===== src/rtl/i2c_pkg.sv =====
// Shared I2C definitions: FSM state encoding and default responder address.
package i2c_pkg;
    localparam logic [6:0] DEFAULT_SLAVE_ADDR = 7'h42;

    typedef enum logic [2:0] {
        IDLE     = 3'd0,
        ADDR     = 3'd1,
        ADDR_ACK = 3'd2,
        RX       = 3'd3,
        RX_ACK   = 3'd4,
        TX       = 3'd5,
        TX_ACK   = 3'd6,
        IGNORE   = 3'd7
    } i2c_state_e;
endpackage


===== src/rtl/i2c_bus_sync.sv =====
// Two-flop synchronisers for SDA/SCL plus SCL edge and START/STOP detection.
module i2c_bus_sync (
    input  logic clock,
    input  logic rst_n,
    input  logic i_sda,
    input  logic i_scl,
    output logic o_sda,
    output logic o_scl_rise,
    output logic o_scl_fall,
    output logic o_start,
    output logic o_stop
);
    logic [1:0] r_sda_sync;
    logic [1:0] r_scl_sync;
    logic       r_sda_d;
    logic       r_scl_d;
    logic       w_scl;

    // Idle bus level is high, so everything resets to 1 to avoid phantom edges.
    always_ff @(posedge clock or negedge rst_n) begin
        if (!rst_n) begin
            r_sda_sync <= 2'b11;
            r_scl_sync <= 2'b11;
            r_sda_d    <= 1'b1;
            r_scl_d    <= 1'b1;
        end else begin
            r_sda_sync <= {r_sda_sync[0], i_sda};
            r_scl_sync <= {r_scl_sync[0], i_scl};
            r_sda_d    <= r_sda_sync[1];
            r_scl_d    <= r_scl_sync[1];
        end
    end

    assign o_sda      = r_sda_sync[1];
    assign w_scl      = r_scl_sync[1];
    assign o_scl_rise = w_scl & ~r_scl_d;
    assign o_scl_fall = ~w_scl & r_scl_d;
    assign o_start    = r_sda_d & ~o_sda & w_scl & r_scl_d;
    assign o_stop     = ~r_sda_d & o_sda & w_scl & r_scl_d;
endmodule


===== src/rtl/i2c_slave.sv =====
// I2C responder with 7-bit address, byte rx/tx handshakes and debug strobes.
// Define I2C_SLAVE_STRETCH_EN to stretch SCL while waiting for a tx byte.
module i2c_slave #(
    parameter logic [6:0] SLAVE_ADDR = i2c_pkg::DEFAULT_SLAVE_ADDR
) (
    input  logic       clock,
    input  logic       rst_n,
    input  logic       SDA_i,
    input  logic       SCL_i,
    output logic       SDA_t,
    output logic       SCL_t,
    output logic       SDA_o,
    output logic       SCL_o,
    output logic [7:0] rx_data,
    output logic       rx_valid,
    input  logic [7:0] tx_data,
    input  logic       tx_valid,
    output logic       tx_ready,
    output logic       start_det,
    output logic       stop_det,
    output logic       busy,
    output logic       rw,
    output logic       nack_recv,
    output logic [2:0] state
);
    import i2c_pkg::*;

    logic       w_sda, w_scl_rise, w_scl_fall, w_start, w_stop, w_hs, w_load;
    i2c_state_e r_state, w_state_n;
    logic [3:0] r_bitcnt, w_bitcnt_n;
    logic [7:0] r_shift, w_shift_n;
    logic [7:0] r_rx_data, w_rx_data_n;
    logic [7:0] r_tx_byte, w_tx_byte_n;
    logic       r_sda_t, w_sda_t_n;
    logic       r_phase, w_phase_n;
    logic       r_rw, w_rw_n;
    logic       r_rx_valid, w_rx_valid_n;
    logic       r_tx_have, w_tx_have_n;
    logic       r_nack, w_nack_n;
    logic       r_stretch, w_stretch_n;
    logic       r_start_det, r_stop_det;

    i2c_bus_sync u_sync (
        .clock      (clock),
        .rst_n      (rst_n),
        .i_sda      (SDA_i),
        .i_scl      (SCL_i),
        .o_sda      (w_sda),
        .o_scl_rise (w_scl_rise),
        .o_scl_fall (w_scl_fall),
        .o_start    (w_start),
        .o_stop     (w_stop)
    );

    assign w_hs = tx_valid & tx_ready;

    always_ff @(posedge clock or negedge rst_n) begin
        if (!rst_n) begin
            r_state     <= IDLE;
            r_bitcnt    <= '0;
            r_shift     <= '0;
            r_rx_data   <= '0;
            r_tx_byte   <= '0;
            r_sda_t     <= 1'b1;
            r_phase     <= 1'b0;
            r_rw        <= 1'b0;
            r_rx_valid  <= 1'b0;
            r_tx_have   <= 1'b0;
            r_nack      <= 1'b0;
            r_stretch   <= 1'b0;
            r_start_det <= 1'b0;
            r_stop_det  <= 1'b0;
        end else begin
            r_state     <= w_state_n;
            r_bitcnt    <= w_bitcnt_n;
            r_shift     <= w_shift_n;
            r_rx_data   <= w_rx_data_n;
            r_tx_byte   <= w_tx_byte_n;
            r_sda_t     <= w_sda_t_n;
            r_phase     <= w_phase_n;
            r_rw        <= w_rw_n;
            r_rx_valid  <= w_rx_valid_n;
            r_tx_have   <= w_tx_have_n;
            r_nack      <= w_nack_n;
            r_stretch   <= w_stretch_n;
            r_start_det <= w_start;
            r_stop_det  <= w_stop;
        end
    end

    // r_phase marks the second half of an ACK slot (ours driven, or master ACK seen).
    always_comb begin
        w_state_n    = r_state;
        w_bitcnt_n   = r_bitcnt;
        w_shift_n    = r_shift;
        w_rx_data_n  = r_rx_data;
        w_tx_byte_n  = r_tx_byte;
        w_sda_t_n    = r_sda_t;
        w_phase_n    = r_phase;
        w_rw_n       = r_rw;
        w_rx_valid_n = 1'b0;
        w_tx_have_n  = r_tx_have;
        w_nack_n     = 1'b0;
        w_stretch_n  = r_stretch;
        w_load       = 1'b0;
        if (w_hs) begin
            w_tx_byte_n = tx_data;
            w_tx_have_n = 1'b1;
        end
        if (w_start || w_stop) begin
            w_state_n   = w_start ? ADDR : IDLE;
            w_bitcnt_n  = '0;
            w_sda_t_n   = 1'b1;
            w_phase_n   = 1'b0;
            w_stretch_n = 1'b0;
            w_tx_have_n = 1'b0;
        end else begin
            case (r_state)
                ADDR: if (w_scl_rise) begin
                    w_shift_n  = {r_shift[6:0], w_sda};
                    w_bitcnt_n = r_bitcnt + 4'd1;
                    if (r_bitcnt == 4'd7) begin
                        if (r_shift[6:0] == SLAVE_ADDR) begin
                            w_rw_n    = w_sda;
                            w_phase_n = 1'b0;
                            w_state_n = ADDR_ACK;
                        end else begin
                            w_state_n = IGNORE;
                        end
                    end
                end
                ADDR_ACK: if (w_scl_fall) begin
                    if (!r_phase) begin
                        w_sda_t_n = 1'b0;
                        w_phase_n = 1'b1;
                    end else if (r_rw) begin
                        w_load = 1'b1;
                    end else begin
                        w_sda_t_n  = 1'b1;
                        w_phase_n  = 1'b0;
                        w_bitcnt_n = '0;
                        w_state_n  = RX;
                    end
                end
                RX: if (w_scl_rise) begin
                    w_shift_n  = {r_shift[6:0], w_sda};
                    w_bitcnt_n = r_bitcnt + 4'd1;
                    if (r_bitcnt == 4'd7) begin
                        w_rx_data_n  = {r_shift[6:0], w_sda};
                        w_rx_valid_n = 1'b1;
                        w_phase_n    = 1'b0;
                        w_state_n    = RX_ACK;
                    end
                end
                RX_ACK: if (w_scl_fall) begin
                    if (!r_phase) begin
                        w_sda_t_n = 1'b0;
                        w_phase_n = 1'b1;
                    end else begin
                        w_sda_t_n  = 1'b1;
                        w_phase_n  = 1'b0;
                        w_bitcnt_n = '0;
                        w_state_n  = RX;
                    end
                end
                TX: if (r_stretch) begin
                    if (w_hs) begin
                        w_shift_n   = tx_data;
                        w_sda_t_n   = tx_data[7];
                        w_stretch_n = 1'b0;
                        w_tx_have_n = 1'b0;
                    end
                end else if (w_scl_rise) begin
                    w_bitcnt_n = r_bitcnt + 4'd1;
                end else if (w_scl_fall) begin
                    if (r_bitcnt == 4'd8) begin
                        w_sda_t_n  = 1'b1;
                        w_phase_n  = 1'b0;
                        w_bitcnt_n = '0;
                        w_state_n  = TX_ACK;
                    end else begin
                        w_shift_n = {r_shift[6:0], 1'b0};
                        w_sda_t_n = r_shift[6];
                    end
                end
                TX_ACK: if (w_scl_rise) begin
                    if (w_sda) begin
                        w_nack_n  = 1'b1;
                        w_state_n = IGNORE;
                    end else begin
                        w_phase_n = 1'b1;
                    end
                end else if (w_scl_fall && r_phase) begin
                    w_load = 1'b1;
                end
                default: ;
            endcase
            // First bit of a read byte goes out on the falling edge that ends the ACK slot.
            if (w_load) begin
                w_state_n   = TX;
                w_bitcnt_n  = '0;
                w_phase_n   = 1'b0;
                w_tx_have_n = 1'b0;
                if (r_tx_have) begin
                    w_shift_n = r_tx_byte;
                    w_sda_t_n = r_tx_byte[7];
                end else if (w_hs) begin
                    w_shift_n = tx_data;
                    w_sda_t_n = tx_data[7];
                end else begin
`ifdef I2C_SLAVE_STRETCH_EN
                    w_stretch_n = 1'b1;
                    w_sda_t_n   = 1'b1;
`else
                    w_shift_n   = 8'hFF;
                    w_sda_t_n   = 1'b1;
`endif
                end
            end
        end
    end

    assign tx_ready  = !r_tx_have && ((r_state == ADDR_ACK && r_rw) || r_state == TX_ACK ||
                                      (r_state == TX && r_stretch));
    assign busy      = r_state inside {ADDR_ACK, RX, RX_ACK, TX, TX_ACK};
    assign SDA_t     = r_sda_t;
`ifdef I2C_SLAVE_STRETCH_EN
    assign SCL_t     = ~r_stretch;
`else
    assign SCL_t     = 1'b1;
`endif
    assign SDA_o     = 1'b0;
    assign SCL_o     = 1'b0;
    assign rx_data   = r_rx_data;
    assign rx_valid  = r_rx_valid;
    assign start_det = r_start_det;
    assign stop_det  = r_stop_det;
    assign rw        = r_rw;
    assign nack_recv = r_nack;
    assign state     = r_state;
endmodule


===== config.mk =====
export PLATFORM = sky130hd
export DESIGN_NAME = i2c_slave
export DESIGN_NICKNAME = d
export VERILOG_FILES = /design/src/rtl/i2c_pkg.sv /design/src/rtl/i2c_bus_sync.sv /design/src/rtl/i2c_slave.sv
export SDC_FILE = /design/constraint.sdc
export NUM_CORES = 1
export LEC_CHECK = 0
export BUFFER_PORTS_ARGS = -buffer_cell sky130_fd_sc_hd__buf_4
export CAP_MARGIN = 30
export CORE_ASPECT_RATIO = 0.75
export CORE_UTILIZATION = 26
export DETAILED_ROUTE_END_ITERATION = 16
export HOLD_SLACK_MARGIN = 0.15
export SYNTH_ARGS = -nofsm -noshare
export SYNTH_HDL_FRONTEND = slang
export SYNTH_SLANG_ARGS = --single-unit

===== constraint.sdc =====
create_clock -name clock -period 5.05 [get_ports clock]
set_input_delay 0.2525 -clock clock [delete_from_list [all_inputs] [get_ports clock]]
set_output_delay 0.2525 -clock clock [all_outputs]
set_load 0.005 [all_outputs]

==> metrics.txt, run 1 <==
# TYPE chip_impl_metric gauge
chip_impl_info{name="run_status",value="complete, no violations"} 1
chip_impl_metric{name="post-cts-setup-buffer-count",unit=""} 0
chip_impl_info{name="hold_path.class",value="in2reg"} 1
chip_impl_metric{name="critPathArrivalTime",unit="ns"} 2.82
chip_impl_metric{name="worst-r2r-cell-count",unit=""} 6
chip_impl_metric{name="numClockSinks",unit=""} 45
chip_impl_metric{name="portBuffers",unit=""} 31
chip_impl_metric{name="number_of_vias_after_detailed_routing",unit=""} 2052
chip_impl_metric{name="placement_rows",unit=""} 30
chip_impl_metric{name="wire_per_inst",unit="um"} 14.2
chip_impl_info{name="main_combinational_cell_family_by_area_after_synthesis",value="compound AO/OA/AOI/OAI gates"} 1
chip_impl_info{name="synth_top_flop_cell",value="sky130_fd_sc_hd__dfrtp_1"} 1
chip_impl_info{name="end_kind",value="flop"} 1
chip_impl_metric{name="post_synth_fa_ha_maj_area_fraction",unit="%"} 1.50
chip_impl_metric{name="initial_standard_cell_utilization_of_the_core",unit="%"} 27.2
chip_impl_metric{name="ctsHtreeMaxLevel",unit=""} 2
chip_impl_metric{name="coreArea",unit="um2"} 9200
chip_impl_metric{name="viasPerCell",unit=""} 4.78
chip_impl_metric{name="total_of_hold_buffers_inserted_after_clock_tree_synthesis",unit=""} 3
chip_impl_metric{name="drt_pre_antenna_iters",unit=""} 4
chip_impl_metric{name="fp.dieArea",unit="um2"} 10000
chip_impl_metric{name="fill_cells",unit=""} 946
chip_impl_metric{name="timing.critical_path.required",unit="ns"} 5.26
chip_impl_metric{name="timing.max_cap.violations",unit=""} 0
chip_impl_metric{name="p_total",unit="mW"} 1.52
chip_impl_metric{name="slew_viol_final",unit=""} 0
chip_impl_metric{name="first_global_vias",unit=""} 1905
chip_impl_metric{name="synth_mux_area_share",unit="%"} 4.91
chip_impl_metric{name="die_h",unit="um"} 86.9
chip_impl_metric{name="synth-edff-count",unit=""} 0
chip_impl_metric{name="cts_buffers",unit=""} 5
chip_impl_metric{name="dp_hpwl",unit="mm"} 4.43
chip_impl_info{name="synth_area_leader_cell",value="sky130_fd_sc_hd__dfrtp_1"} 1
chip_impl_metric{name="postSynth.asyncResetShare",unit="%"} 100
chip_impl_info{name="cts_root_buffer",value="sky130_fd_sc_hd__clkbuf_16"} 1
chip_impl_metric{name="top_level_ports",unit=""} 35
chip_impl_metric{name="synth_compound_area_share",unit="%"} 21.8
chip_impl_metric{name="antenna_cells_inserted",unit=""} 0
chip_impl_metric{name="post_synth.cell_area_avg",unit="um2"} 9.15
chip_impl_info{name="worst_setup_path_start_kind",value="flop"} 1
chip_impl_metric{name="number_of_antenna_violations_at_the_first_check_in_global_routing",unit=""} 0
chip_impl_metric{name="synth.lib_cells_used.distinct",unit=""} 56
chip_impl_info{name="critical_path_class",value="reg2reg"} 1
chip_impl_metric{name="fraction_of_the_mapped_netlist_area_in_simple_logic_gates",unit="%"} 19.8
chip_impl_metric{name="number_of_drc_markers_in_iteration_0",unit=""} 127
chip_impl_metric{name="slew_headroom",unit="%"} 47.2
chip_impl_metric{name="area_delta_synth_final",unit="%"} 20.6
chip_impl_metric{name="grt_usage",unit="%"} 13.3
chip_impl_metric{name="postSynthRegisterBits",unit=""} 45
chip_impl_metric{name="synth_cells",unit=""} 273
chip_impl_metric{name="worstPathMaxFanout",unit=""} 28
chip_impl_metric{name="finalWeightedCongestion",unit=""} 0.904
chip_impl_metric{name="final_period_utilization",unit="%"} 51.7
chip_impl_info{name="post_synth_main_area_contributors",value="sky130_fd_sc_hd__dfrtp_1 (38%), sky130_fd_sc_hd__dfstp_2 (7.4%), sky130_fd_sc_hd__mux2_2 (4.5%)"} 1
chip_impl_metric{name="yosys_warn_count",unit=""} 0
chip_impl_metric{name="globalRoute.totalOverflow",unit=""} 0
chip_impl_metric{name="max_clock_freq",unit="MHz"} 383
chip_impl_metric{name="ctsLongestPathBuffers",unit=""} 2
chip_impl_metric{name="power_per_cell_area",unit="nW/um2"} 505
chip_impl_metric{name="final_nets",unit=""} 316
chip_impl_metric{name="drive_above_1_share",unit="%"} 21.9
chip_impl_metric{name="syn-cell-area",unit="um2"} 2500
chip_impl_metric{name="report.final.setup_viol",unit=""} 0
chip_impl_metric{name="post_cts.resized_instances",unit=""} 0
chip_impl_metric{name="worst_pin_slew",unit="ns"} 0.793
chip_impl_metric{name="period_needed",unit="ns"} 2.61
chip_impl_metric{name="synth.yosys.seq_area_share",unit="%"} 45.4
chip_impl_metric{name="setup-tns-final",unit="ns"} 0
chip_impl_metric{name="p_leak",unit="nW"} 1.36
chip_impl_metric{name="drc",unit=""} 0
chip_impl_metric{name="global_route_wire_length_before_repair",unit="mm"} 10.1
chip_impl_info{name="grt_setup_unrepaired",value="false"} 1
chip_impl_metric{name="antenna_left",unit=""} 0
chip_impl_metric{name="drt-total-wl",unit="mm"} 6.08
chip_impl_metric{name="min_delay_path_depth",unit=""} 3
chip_impl_metric{name="chipWidth",unit="um"} 115
chip_impl_metric{name="grt_max_degree",unit=""} 46
chip_impl_metric{name="worst_skew_pair_later_pin_latency",unit="ns"} 0.29
chip_impl_metric{name="yosys.area_share.xor_xnor",unit="%"} 0
chip_impl_info{name="cts_tree",value="built"} 1
chip_impl_metric{name="ir_worst_vdd",unit="uV"} 160
chip_impl_metric{name="hold_viol",unit=""} 0
chip_impl_metric{name="finalClockSkew",unit="ns"} 0.00526
chip_impl_metric{name="yosysTopAreaCellShare",unit="%"} 38.1
chip_impl_metric{name="cts.reportedPaths.clkPinSlew",unit="ns"} 0.06
## logic make-up after synthesis
family | Yosys count
adders and majority gates | 3
and+or+nand+nor | 94
other | 2
AOI/OAI and AO/OA | 86
DFF | 45
muxes | 11
buffers and inverters | 32
## through the flow
stage	hold WS, ns	area (um2)	util [%]	instances	setup WS, ns
global route	0.190	3010	32.8	429	2.10
CTS	0.172	3010	32.8	429	2.45
detailed placement	0.294	2810	30.5	418	2.46
finish	0.175	3010	32.8	429	2.44
floorplan	-0.0431	2500	-	274	3.07
global placement	0.284	2800	30.4	417	2.58
## power by group
group          total [mW]  switching (mW)  internal, mW
sequential          0.589           0.137         0.452
clock               0.388           0.141         0.247
combinational       0.546           0.300         0.246
total                1.52           0.577         0.945
## cells in the mapped netlist, types with 3 or more instances
cell type                  instances
sky130_fd_sc_hd__nor3_1            9
sky130_fd_sc_hd__nor3b_1           3
sky130_fd_sc_hd__a21oi_1          17
sky130_fd_sc_hd__ha_1              3
sky130_fd_sc_hd__o21ai_2           3
sky130_fd_sc_hd__and3_1            3
sky130_fd_sc_hd__o21ai_1           8
sky130_fd_sc_hd__dfrtp_1          38
sky130_fd_sc_hd__a221oi_1          3
sky130_fd_sc_hd__buf_4             3
sky130_fd_sc_hd__nor2b_1           5
sky130_fd_sc_hd__o21ai_0          22
sky130_fd_sc_hd__nand3_1           5
sky130_fd_sc_hd__and2_1            3
sky130_fd_sc_hd__clkbuf_1          4
sky130_fd_sc_hd__dfstp_2           7
sky130_fd_sc_hd__a21o_1            3
sky130_fd_sc_hd__inv_1            15
sky130_fd_sc_hd__buf_2             7
sky130_fd_sc_hd__a211oi_1          7
sky130_fd_sc_hd__mux2_2           10
sky130_fd_sc_hd__nand2_1          26
sky130_fd_sc_hd__nand2b_1          7
sky130_fd_sc_hd__a31oi_1           7
sky130_fd_sc_hd__nor2_1           15
## path summary, 6_finish.rpt
path,startpoint,endpoint,slack [ns]
max in group asynchronous,rst_n,u_sync.r_scl_d,4.17
min in group asynchronous,rst_n,r_tx_byte[2],0.50
setup / recovery,state[2],SDA_t,2.44
hold reg to reg,u_sync.r_scl_sync[0],u_sync.r_scl_sync[1],0.36
setup reg to reg,state[2],SDA_t,2.44
hold / removal,tx_data[4],r_tx_byte[4],0.17
## layout make-up
cell class                      instances  area (um2)  share of cell area [%]
Clock inverter                          2        37.5                    1.25
Inverter                               16        60.1                    1.99
Timing Repair Buffer                   35         270                    8.97
Sequential cell                        45        1130                    37.7
Multi-Input combinational cell        197        1210                    40.2
Tap cell                              128         160                    5.32
Clock buffer                            6         139                    4.61
## critical path, stage by stage (launching register included)
cell                       delay (ns)
sky130_fd_sc_hd__dfrtp_1         0.86
sky130_fd_sc_hd__nand2b_1        0.31
sky130_fd_sc_hd__nor2_2          0.33
sky130_fd_sc_hd__o21a_1          0.54
sky130_fd_sc_hd__a221oi_1        0.16
sky130_fd_sc_hd__nor4_1          0.25
sky130_fd_sc_hd__a21oi_1         0.07
## routing by layer
metal	vias to the layer above	share of wire (%)	track usage, %	wire, um
met5	-	0	0	0
met4	0	1.5	5.19	93
met3	5	7.4	4.04	450
met2	71	39	16.8	2340
met1	949	53	20.4	3200
li1	1027	-	-	-
## sequential cells by signal, indices dropped and copies added, names as in the netlist
name / count
SDA_t: 1
nack_recv: 1
r_bitcnt: 4
r_phase: 1
r_shift: 7
r_stretch: 1
r_tx_byte: 8
r_tx_have: 1
rw: 1
rx_data: 8
rx_valid: 1
start_det: 1
state: 3
stop_det: 1
u_sync.r_scl_d: 1
u_sync.r_scl_sync: 2
u_sync.r_sda_d: 1
u_sync.r_sda_sync: 2
## layout by cell type, fill, tap and decap left out, types with 5 or more instances in the layout
cell type and n:
sky130_fd_sc_hd__dfstp_2 7, sky130_fd_sc_hd__nand2b_1 7, sky130_fd_sc_hd__a31oi_1 7, sky130_fd_sc_hd__nor2_1 15
sky130_fd_sc_hd__a211oi_1 7, sky130_fd_sc_hd__nor2b_1 5, sky130_fd_sc_hd__nand2_1 26, sky130_fd_sc_hd__clkbuf_16 5
sky130_fd_sc_hd__nand3_1 5, sky130_fd_sc_hd__buf_4 32, sky130_fd_sc_hd__nor3_1 9, sky130_fd_sc_hd__o21ai_1 8
sky130_fd_sc_hd__mux2_2 10, sky130_fd_sc_hd__inv_1 15, sky130_fd_sc_hd__a21oi_1 17, sky130_fd_sc_hd__o21ai_0 22
sky130_fd_sc_hd__dfrtp_1 38
Note: power is estimated with default switching activity, not from simulation.
==> run 2, diff against run 1 <==
- ABC_AREA: default -> 1
- clock period: 5.05 -> 2.4 ns (I/O delays scaled with it)
==> run 2 against run 1 <==
Compared with the run above: non-clock buffer count is 9 higher; power rose by 130%; hold slack about the same; combinational power rose to 3.1 times the previous value; largest cell class unchanged; sequential share of layout area is 3.8 points lower; die area increased by 9.7%; final cell count rose by 35%; core utilization is 0.21 points lower; register-to-register slack worse by 2.2 ns; routed wire length is 28% higher; setup slack lost 2.2 ns; clock skew fell by 0.0011 ns.
==> metrics.txt, run 2 <==
# TYPE chip_impl_metric gauge
chip_impl_info{name="run_status",value="complete, no violations"} 1
chip_impl_metric{name="grt_usage",unit="%"} 15.0
chip_impl_metric{name="globalRoute.totalOverflow",unit=""} 0
chip_impl_metric{name="multi_input_gate_area",unit="um2"} 1380
chip_impl_info{name="r2r_start",value="state[1]"} 1
chip_impl_metric{name="final_period_utilization",unit="%"} 91.2
chip_impl_metric{name="dp_hpwl",unit="mm"} 5.88
chip_impl_info{name="synth_common_cells",value="sky130_fd_sc_hd__nand2_1 (126), sky130_fd_sc_hd__nor2_1 (59), sky130_fd_sc_hd__inv_1 (45), sky130_fd_sc_hd__nand3_1 (39), sky130_fd_sc_hd__dfrtp_1 (38)"} 1
chip_impl_metric{name="fp.dieArea",unit="um2"} 11000
chip_impl_metric{name="viasPerCell",unit=""} 4.67
chip_impl_info{name="worst_setup_path_start_kind",value="flop"} 1
chip_impl_metric{name="synth.yosys.seq_area_share",unit="%"} 41.4
chip_impl_info{name="hold_path_startpoint",value="tx_data[1]"} 1
chip_impl_metric{name="final_nets",unit=""} 459
chip_impl_metric{name="hold_viol",unit=""} 0
chip_impl_metric{name="initial_standard_cell_utilization_of_the_core",unit="%"} 26.7
chip_impl_metric{name="slew_viol_final",unit=""} 0
chip_impl_metric{name="antenna_cells_inserted",unit=""} 0
chip_impl_metric{name="synth.lib_cells_used.distinct",unit=""} 33
chip_impl_metric{name="yosysTopAreaCellShare",unit="%"} 34.7
chip_impl_metric{name="chipWidth",unit="um"} 121
chip_impl_metric{name="ctsHtreeMaxLevel",unit=""} 2
chip_impl_metric{name="drt_pre_antenna_iters",unit=""} 4
chip_impl_metric{name="post-cts-setup-buffer-count",unit=""} 0
chip_impl_metric{name="fill_cells",unit=""} 1118
chip_impl_metric{name="numClockSinks",unit=""} 45
chip_impl_metric{name="worst_skew_pair_later_pin_latency",unit="ns"} 0.28
chip_impl_metric{name="fraction_of_the_mapped_netlist_area_in_simple_logic_gates",unit="%"} 38.5
chip_impl_metric{name="period_needed",unit="ns"} 2.19
chip_impl_metric{name="timing.critical_path.required",unit="ns"} 2.58
chip_impl_metric{name="drive_above_1_share",unit="%"} 15.1
chip_impl_info{name="cts_root_buffer",value="sky130_fd_sc_hd__clkbuf_16"} 1
chip_impl_metric{name="switching_portion_of_total_power",unit="%"} 44.5
chip_impl_info{name="layout_commonest_cell",value="sky130_fd_sc_hd__nand2_1"} 1
chip_impl_metric{name="top_level_ports",unit=""} 35
chip_impl_metric{name="power_per_cell_area",unit="nW/um2"} 1050
chip_impl_metric{name="number_of_vias_after_detailed_routing",unit=""} 2708
chip_impl_metric{name="global_route_wire_length_before_repair",unit="mm"} 12.9
chip_impl_metric{name="number_of_drc_markers_in_iteration_0",unit=""} 276
chip_impl_metric{name="grt_max_degree",unit=""} 46
chip_impl_metric{name="timing.max_cap.violations",unit=""} 0
chip_impl_metric{name="max_clock_freq",unit="MHz"} 457
chip_impl_metric{name="p_total",unit="mW"} 3.52
chip_impl_metric{name="first_global_vias",unit=""} 2448
chip_impl_metric{name="ff_latch_area",unit="um2"} 1130
chip_impl_metric{name="syn-cell-area",unit="um2"} 2740
chip_impl_metric{name="coreArea",unit="um2"} 10300
chip_impl_metric{name="cts_buffers",unit=""} 5
chip_impl_info{name="main_combinational_cell_family_by_area_after_synthesis",value="simple AND/OR/NAND/NOR gates"} 1
chip_impl_metric{name="yosys_warn_count",unit=""} 0
chip_impl_info{name="mostFrequentLayoutCells",value="sky130_fd_sc_hd__nand2_1 (125), sky130_fd_sc_hd__nor2_1 (58), sky130_fd_sc_hd__inv_1 (45)"} 1
chip_impl_metric{name="worstPathMaxFanout",unit=""} 12
chip_impl_metric{name="portBuffers",unit=""} 31
chip_impl_metric{name="synth_mux_area_share",unit="%"} 0
chip_impl_metric{name="setup-tns-final",unit="ns"} 0
chip_impl_metric{name="report.final.setup_viol",unit=""} 0
chip_impl_metric{name="worst_pin_slew",unit="ns"} 0.592
chip_impl_metric{name="wire_per_inst",unit="um"} 13.5
chip_impl_info{name="synth_area_leader_cell",value="sky130_fd_sc_hd__dfrtp_1"} 1
chip_impl_metric{name="cts.reportedPaths.clkPinSlew",unit="ns"} 0.07
chip_impl_metric{name="ctsLongestPathBuffers",unit=""} 2
chip_impl_metric{name="power.net_switching",unit="mW"} 1.56
chip_impl_metric{name="comb_power_share",unit="%"} 48.3
chip_impl_metric{name="finalClockSkew",unit="ns"} 0.00420
chip_impl_metric{name="p_leak",unit="nW"} 1.78
chip_impl_metric{name="drc",unit=""} 0
chip_impl_metric{name="postSynth.asyncResetShare",unit="%"} 100
chip_impl_metric{name="number_of_antenna_violations_at_the_first_check_in_global_routing",unit=""} 0
chip_impl_metric{name="finalWeightedCongestion",unit=""} 0.927
chip_impl_metric{name="synth_cells",unit=""} 401
chip_impl_info{name="cts_tree",value="built"} 1
chip_impl_metric{name="critPathArrivalTime",unit="ns"} 2.37
chip_impl_metric{name="power_report.internal_total",unit="mW"} 1.95
chip_impl_info{name="post_synth_main_area_contributors",value="sky130_fd_sc_hd__dfrtp_1 (35%), sky130_fd_sc_hd__nand2_1 (17%), sky130_fd_sc_hd__nor2_1 (8.1%)"} 1
chip_impl_metric{name="post_synth_fa_ha_maj_area_fraction",unit="%"} 1.37
chip_impl_metric{name="postSynthRegisterBits",unit=""} 45
chip_impl_metric{name="drt-total-wl",unit="mm"} 7.81
chip_impl_metric{name="fin_hold_ws",unit="ns"} 0.174
chip_impl_metric{name="ir_worst_vdd",unit="uV"} 351
chip_impl_metric{name="seq_power_share",unit="%"} 32.1
chip_impl_metric{name="synth_compound_area_share",unit="%"} 9.12
chip_impl_info{name="critical_path_class",value="reg2reg"} 1
chip_impl_metric{name="placement_rows",unit=""} 32
chip_impl_info{name="synth_top_flop_cell",value="sky130_fd_sc_hd__dfrtp_1"} 1
chip_impl_info{name="startpoint",value="state[1]"} 1
chip_impl_metric{name="synth-edff-count",unit=""} 0
chip_impl_metric{name="area_delta_synth_final",unit="%"} 22.1
chip_impl_metric{name="post_synth.cell_area_avg",unit="um2"} 6.84
chip_impl_info{name="end_kind",value="flop"} 1
chip_impl_info{name="grt_setup_unrepaired",value="false"} 1
chip_impl_metric{name="clock_network_power_share",unit="%"} 19.7
chip_impl_metric{name="antenna_left",unit=""} 0
chip_impl_metric{name="die_h",unit="um"} 91.0
chip_impl_info{name="post-synth-top-count-cell",value="sky130_fd_sc_hd__nand2_1"} 1
chip_impl_info{name="hold_path.class",value="in2reg"} 1
chip_impl_metric{name="slew_headroom",unit="%"} 60.5
chip_impl_metric{name="yosys.area_share.xor_xnor",unit="%"} 0.638
## run 2: worst paths after layout
check                                  endpoint  slack [ns]  cells past startpoint
setup / recovery                     r_shift[5]        0.21                      9
max in group asynchronous          r_tx_byte[3]        1.61                      2
hold reg to reg            u_sync.r_scl_sync[1]        0.36                      0
setup reg to reg                     r_shift[5]        0.21                      9
hold / removal                     r_tx_byte[1]        0.17                      3
min in group asynchronous           r_bitcnt[3]        0.38                      2
## run 2: routing by layer
metal	track usage, %	share of wire (%)	up-vias
li1	-	-	1346
met1	23.8	52	1244
met2	19.6	38	112
met3	4.02	8.7	6
met4	3.19	0.91	0
met5	0	0	-
## run 2: kinds of logic after synthesis
group           Yosys count
buf+inv                  58
compound gates           43
other cells               2
simple gates            248
flops                    45
fa+ha+maj                 3
xor+xnor                  2
## run 2: power by group through the flow
stage	Clock, mW	Sequential [mW]	Combinational (mW)
after floorplan	0	1.10	1.18
after global placement	0	1.13	1.67
after detailed placement	0	1.13	1.65
after CTS	0.714	1.12	1.67
after global routing	0.744	1.15	1.93
final	0.692	1.13	1.70
## run 2: final cells by class
class,count,area share [%]
clock buffer,5,3.74
timing repair buffer,44,10.2
inverter,48,5.38
clock inverter,3,0.635
sequential,45,33.9
tap,136,5.08
multi-input combinational,299,41.1
## run 2: critical path: stages (launching register included)
cell	delay [ns]
sky130_fd_sc_hd__dfrtp_1	0.56
sky130_fd_sc_hd__inv_2	0.13
sky130_fd_sc_hd__nor2_2	0.19
sky130_fd_sc_hd__o21ai_0	0.24
sky130_fd_sc_hd__nand2_1	0.17
sky130_fd_sc_hd__nand3_2	0.21
sky130_fd_sc_hd__a21oi_2	0.33
sky130_fd_sc_hd__inv_2	0.12
sky130_fd_sc_hd__nand2_1	0.08
sky130_fd_sc_hd__nand2_1	0.05
## run 2: timing repair
item                       4_1_cts  5_1_grt
hold buffers                     4        0
gates resized for setup          0        2
hold endpoints to repair        41        0
setup endpoints to repair        0        4
## run 2: metrics by stage
step	instances	util (%)	cell area [um2]	setup WS [ns]
finish	580	32.6	3350	0.210
detailed placement	568	30.7	3160	0.172
CTS	580	32.5	3340	0.158
floorplan	402	-	2750	0.659
global placement	568	30.7	3160	0.156
global route	580	32.6	3350	0.0253
==> run 3, diff against run 2 <==
- RECOVER_POWER: default -> 25
==> run 3 against run 2 <==
Compared with the run above: maximum frequency rose by 0.24%; die area did not move; largest cell class unchanged; via count rose by 0.59%; sequential power barely moved; highest routed layer unchanged; non-clock buffer count did not move; routed wire length fell by 0.38%; setup slack improved by 0.0053 ns.
==> metrics.txt, run 3 (same netlist as run 2, synthesis figures left out) <==
# TYPE chip_impl_metric gauge
chip_impl_metric{name="cts.reportedPaths.clkPinSlew",unit="ns"} 0.07
chip_impl_metric{name="fp.dieArea",unit="um2"} 11000
chip_impl_metric{name="timing.critical_path.required",unit="ns"} 2.58
chip_impl_metric{name="drc",unit=""} 0
chip_impl_metric{name="final_period_utilization",unit="%"} 91.0
chip_impl_metric{name="reg2reg_setup_slack",unit="ns"} 0.22
chip_impl_metric{name="report.final.setup_viol",unit=""} 0
chip_impl_metric{name="number_of_vias_after_detailed_routing",unit=""} 2724
chip_impl_metric{name="ir_worst_vdd",unit="uV"} 353
chip_impl_metric{name="timing.max_cap.violations",unit=""} 0
chip_impl_metric{name="numClockSinks",unit=""} 45
chip_impl_metric{name="chipWidth",unit="um"} 121
chip_impl_metric{name="antenna_left",unit=""} 0
chip_impl_metric{name="antenna_cells_inserted",unit=""} 0
chip_impl_metric{name="worstPathMaxFanout",unit=""} 12
chip_impl_metric{name="finalClockSkew",unit="ns"} 0.00568
chip_impl_metric{name="drt-total-wl",unit="mm"} 7.78
chip_impl_metric{name="area_delta_synth_final",unit="%"} 21.8
chip_impl_metric{name="portBuffers",unit=""} 31
chip_impl_metric{name="ctsHtreeMaxLevel",unit=""} 2
chip_impl_metric{name="top_level_ports",unit=""} 35
chip_impl_info{name="layout_commonest_cell",value="sky130_fd_sc_hd__nand2_1"} 1
chip_impl_metric{name="worst_skew_pair_later_pin_latency",unit="ns"} 0.28
chip_impl_metric{name="grt_usage",unit="%"} 15.0
chip_impl_metric{name="post-cts-setup-buffer-count",unit=""} 0
chip_impl_info{name="run_status",value="complete, no violations"} 1
chip_impl_metric{name="comb_power_share",unit="%"} 48.3
chip_impl_metric{name="p_leak",unit="nW"} 1.78
chip_impl_metric{name="period_needed",unit="ns"} 2.18
chip_impl_metric{name="cts_buffers",unit=""} 5
chip_impl_metric{name="initial_standard_cell_utilization_of_the_core",unit="%"} 26.7
chip_impl_metric{name="worst_pin_slew",unit="ns"} 1.15
chip_impl_metric{name="max_clock_freq",unit="MHz"} 458
chip_impl_metric{name="fin_hold_ws",unit="ns"} 0.175
chip_impl_info{name="end_kind",value="flop"} 1
chip_impl_metric{name="coreArea",unit="um2"} 10300
chip_impl_metric{name="hold_viol",unit=""} 0
chip_impl_metric{name="fill_cells",unit=""} 1117
chip_impl_info{name="cts_root_buffer",value="sky130_fd_sc_hd__clkbuf_16"} 1
chip_impl_info{name="mostFrequentLayoutCells",value="sky130_fd_sc_hd__nand2_1 (125), sky130_fd_sc_hd__nor2_1 (58), sky130_fd_sc_hd__inv_1 (45)"} 1
chip_impl_metric{name="number_of_drc_markers_in_iteration_0",unit=""} 276
chip_impl_metric{name="placement_rows",unit=""} 32
chip_impl_metric{name="first_global_vias",unit=""} 2448
chip_impl_info{name="worst_setup_path_start_kind",value="flop"} 1
chip_impl_info{name="cts_tree",value="built"} 1
chip_impl_metric{name="global_route_wire_length_before_repair",unit="mm"} 12.9
chip_impl_info{name="route.top_layer_used",value="met4"} 1
chip_impl_metric{name="wl_met3",unit="um"} 705
chip_impl_metric{name="ff_latch_area",unit="um2"} 1130
chip_impl_metric{name="critPathArrivalTime",unit="ns"} 2.36
chip_impl_metric{name="seq_power_share",unit="%"} 32.1
chip_impl_metric{name="number_of_antenna_violations_at_the_first_check_in_global_routing",unit=""} 0
chip_impl_metric{name="dp_hpwl",unit="mm"} 5.88
chip_impl_metric{name="metal_1_wl",unit="mm"} 4.03
chip_impl_info{name="grt_setup_unrepaired",value="false"} 1
chip_impl_metric{name="multi_input_gate_area",unit="um2"} 1380
chip_impl_metric{name="finalWeightedCongestion",unit=""} 0.927
chip_impl_metric{name="slew_headroom",unit="%"} 23.5
chip_impl_metric{name="clock_network_power_share",unit="%"} 19.6
chip_impl_metric{name="wire_per_inst",unit="um"} 13.4
chip_impl_metric{name="switching_portion_of_total_power",unit="%"} 44.4
chip_impl_metric{name="ctsLongestPathBuffers",unit=""} 2
chip_impl_info{name="hold_path.class",value="in2reg"} 1
chip_impl_metric{name="grt_max_degree",unit=""} 46
chip_impl_metric{name="drt_pre_antenna_iters",unit=""} 6
chip_impl_metric{name="dr_wl_met2",unit="mm"} 2.94
chip_impl_metric{name="globalRoute.totalOverflow",unit=""} 0
chip_impl_metric{name="power.net_switching",unit="mW"} 1.56
chip_impl_metric{name="power_per_cell_area",unit="nW/um2"} 1050
chip_impl_metric{name="viasPerCell",unit=""} 4.70
chip_impl_metric{name="final_nets",unit=""} 459
chip_impl_metric{name="setup-tns-final",unit="ns"} 0
chip_impl_metric{name="die_h",unit="um"} 91.0
chip_impl_info{name="critical_path_class",value="reg2reg"} 1
chip_impl_metric{name="power_report.internal_total",unit="mW"} 1.95
chip_impl_metric{name="drive_above_1_share",unit="%"} 14.9
chip_impl_metric{name="slew_viol_final",unit=""} 0
-- run 3: timing repair --
action,4_1_cts,5_1_grt
hold endpoints to repair,41,0
setup endpoints to repair,0,4
gates resized for setup,0,2
hold buffers,4,0
-- run 3: metrics by stage --
| stage | util, % | instances | worst slack [ns] | total power, mW | instance area, um2 |
|---|---|---|---|---|---|
| 3_5_place_dp | 30.7 | 568 | 0.172 | 2.79 | 3160 |
| 6_report | 32.5 | 580 | 0.215 | 3.51 | 3340 |
| 3_3_place_gp | 30.7 | 568 | 0.156 | 2.80 | 3160 |
| 4_1_cts | 32.5 | 580 | 0.158 | 3.51 | 3340 |
| 5_1_grt | 32.5 | 580 | 0.0253 | 3.82 | 3340 |
| 2_1_floorplan | - | 402 | 0.659 | 2.28 | 2750 |
-- run 3: critical path: stages, from the launching register on --
cell and delay [ns]:
sky130_fd_sc_hd__dfrtp_1 0.56, sky130_fd_sc_hd__inv_2 0.13, sky130_fd_sc_hd__nor2_2 0.19, sky130_fd_sc_hd__o21ai_0 0.24, sky130_fd_sc_hd__nand2_1 0.17, sky130_fd_sc_hd__nand3_2 0.21
sky130_fd_sc_hd__a21oi_2 0.33, sky130_fd_sc_hd__inv_2 0.12, sky130_fd_sc_hd__nand2_1 0.08, sky130_fd_sc_hd__nand2_1 0.05
-- run 3: per-layer routing --
layer  vias up  GRT usage, %
li1       1346             -
met1      1246          23.8
met2       122          19.6
met3        10          4.02
met4         0          3.19
met5         -             0
-- run 3: power groups by stage --
stage	logic, mW	clock network (mW)	registers (mW)
after CTS	1.67	0.714	1.12
final	1.70	0.690	1.13
after detailed placement	1.65	0	1.13
after global routing	1.93	0.744	1.15
after floorplan	1.18	0	1.10
after global placement	1.67	0	1.13
-- run 3: final timing paths --
check                                          start              endpoint  cells after the start
worst max-delay path                        state[1]            r_shift[5]                      9
worst min-delay path                      tx_data[1]          r_tx_byte[1]                      3
worst max register to register              state[1]            r_shift[5]                      9
worst min register to register  u_sync.r_scl_sync[0]  u_sync.r_scl_sync[1]                      0
max in group asynchronous                      rst_n          r_tx_byte[3]                      2
min in group asynchronous                      rst_n           r_bitcnt[0]                      2
-- run 3: area by class of cell --
type / count / share of cell area (%)
clock buffer: 5 / 3.74
clock inverter: 3 / 0.636
inverter: 48 / 5.39
multi-input combinational: 299 / 41.2
sequential: 45 / 33.9
tap: 136 / 5.09
timing repair buffer: 44 / 9.99
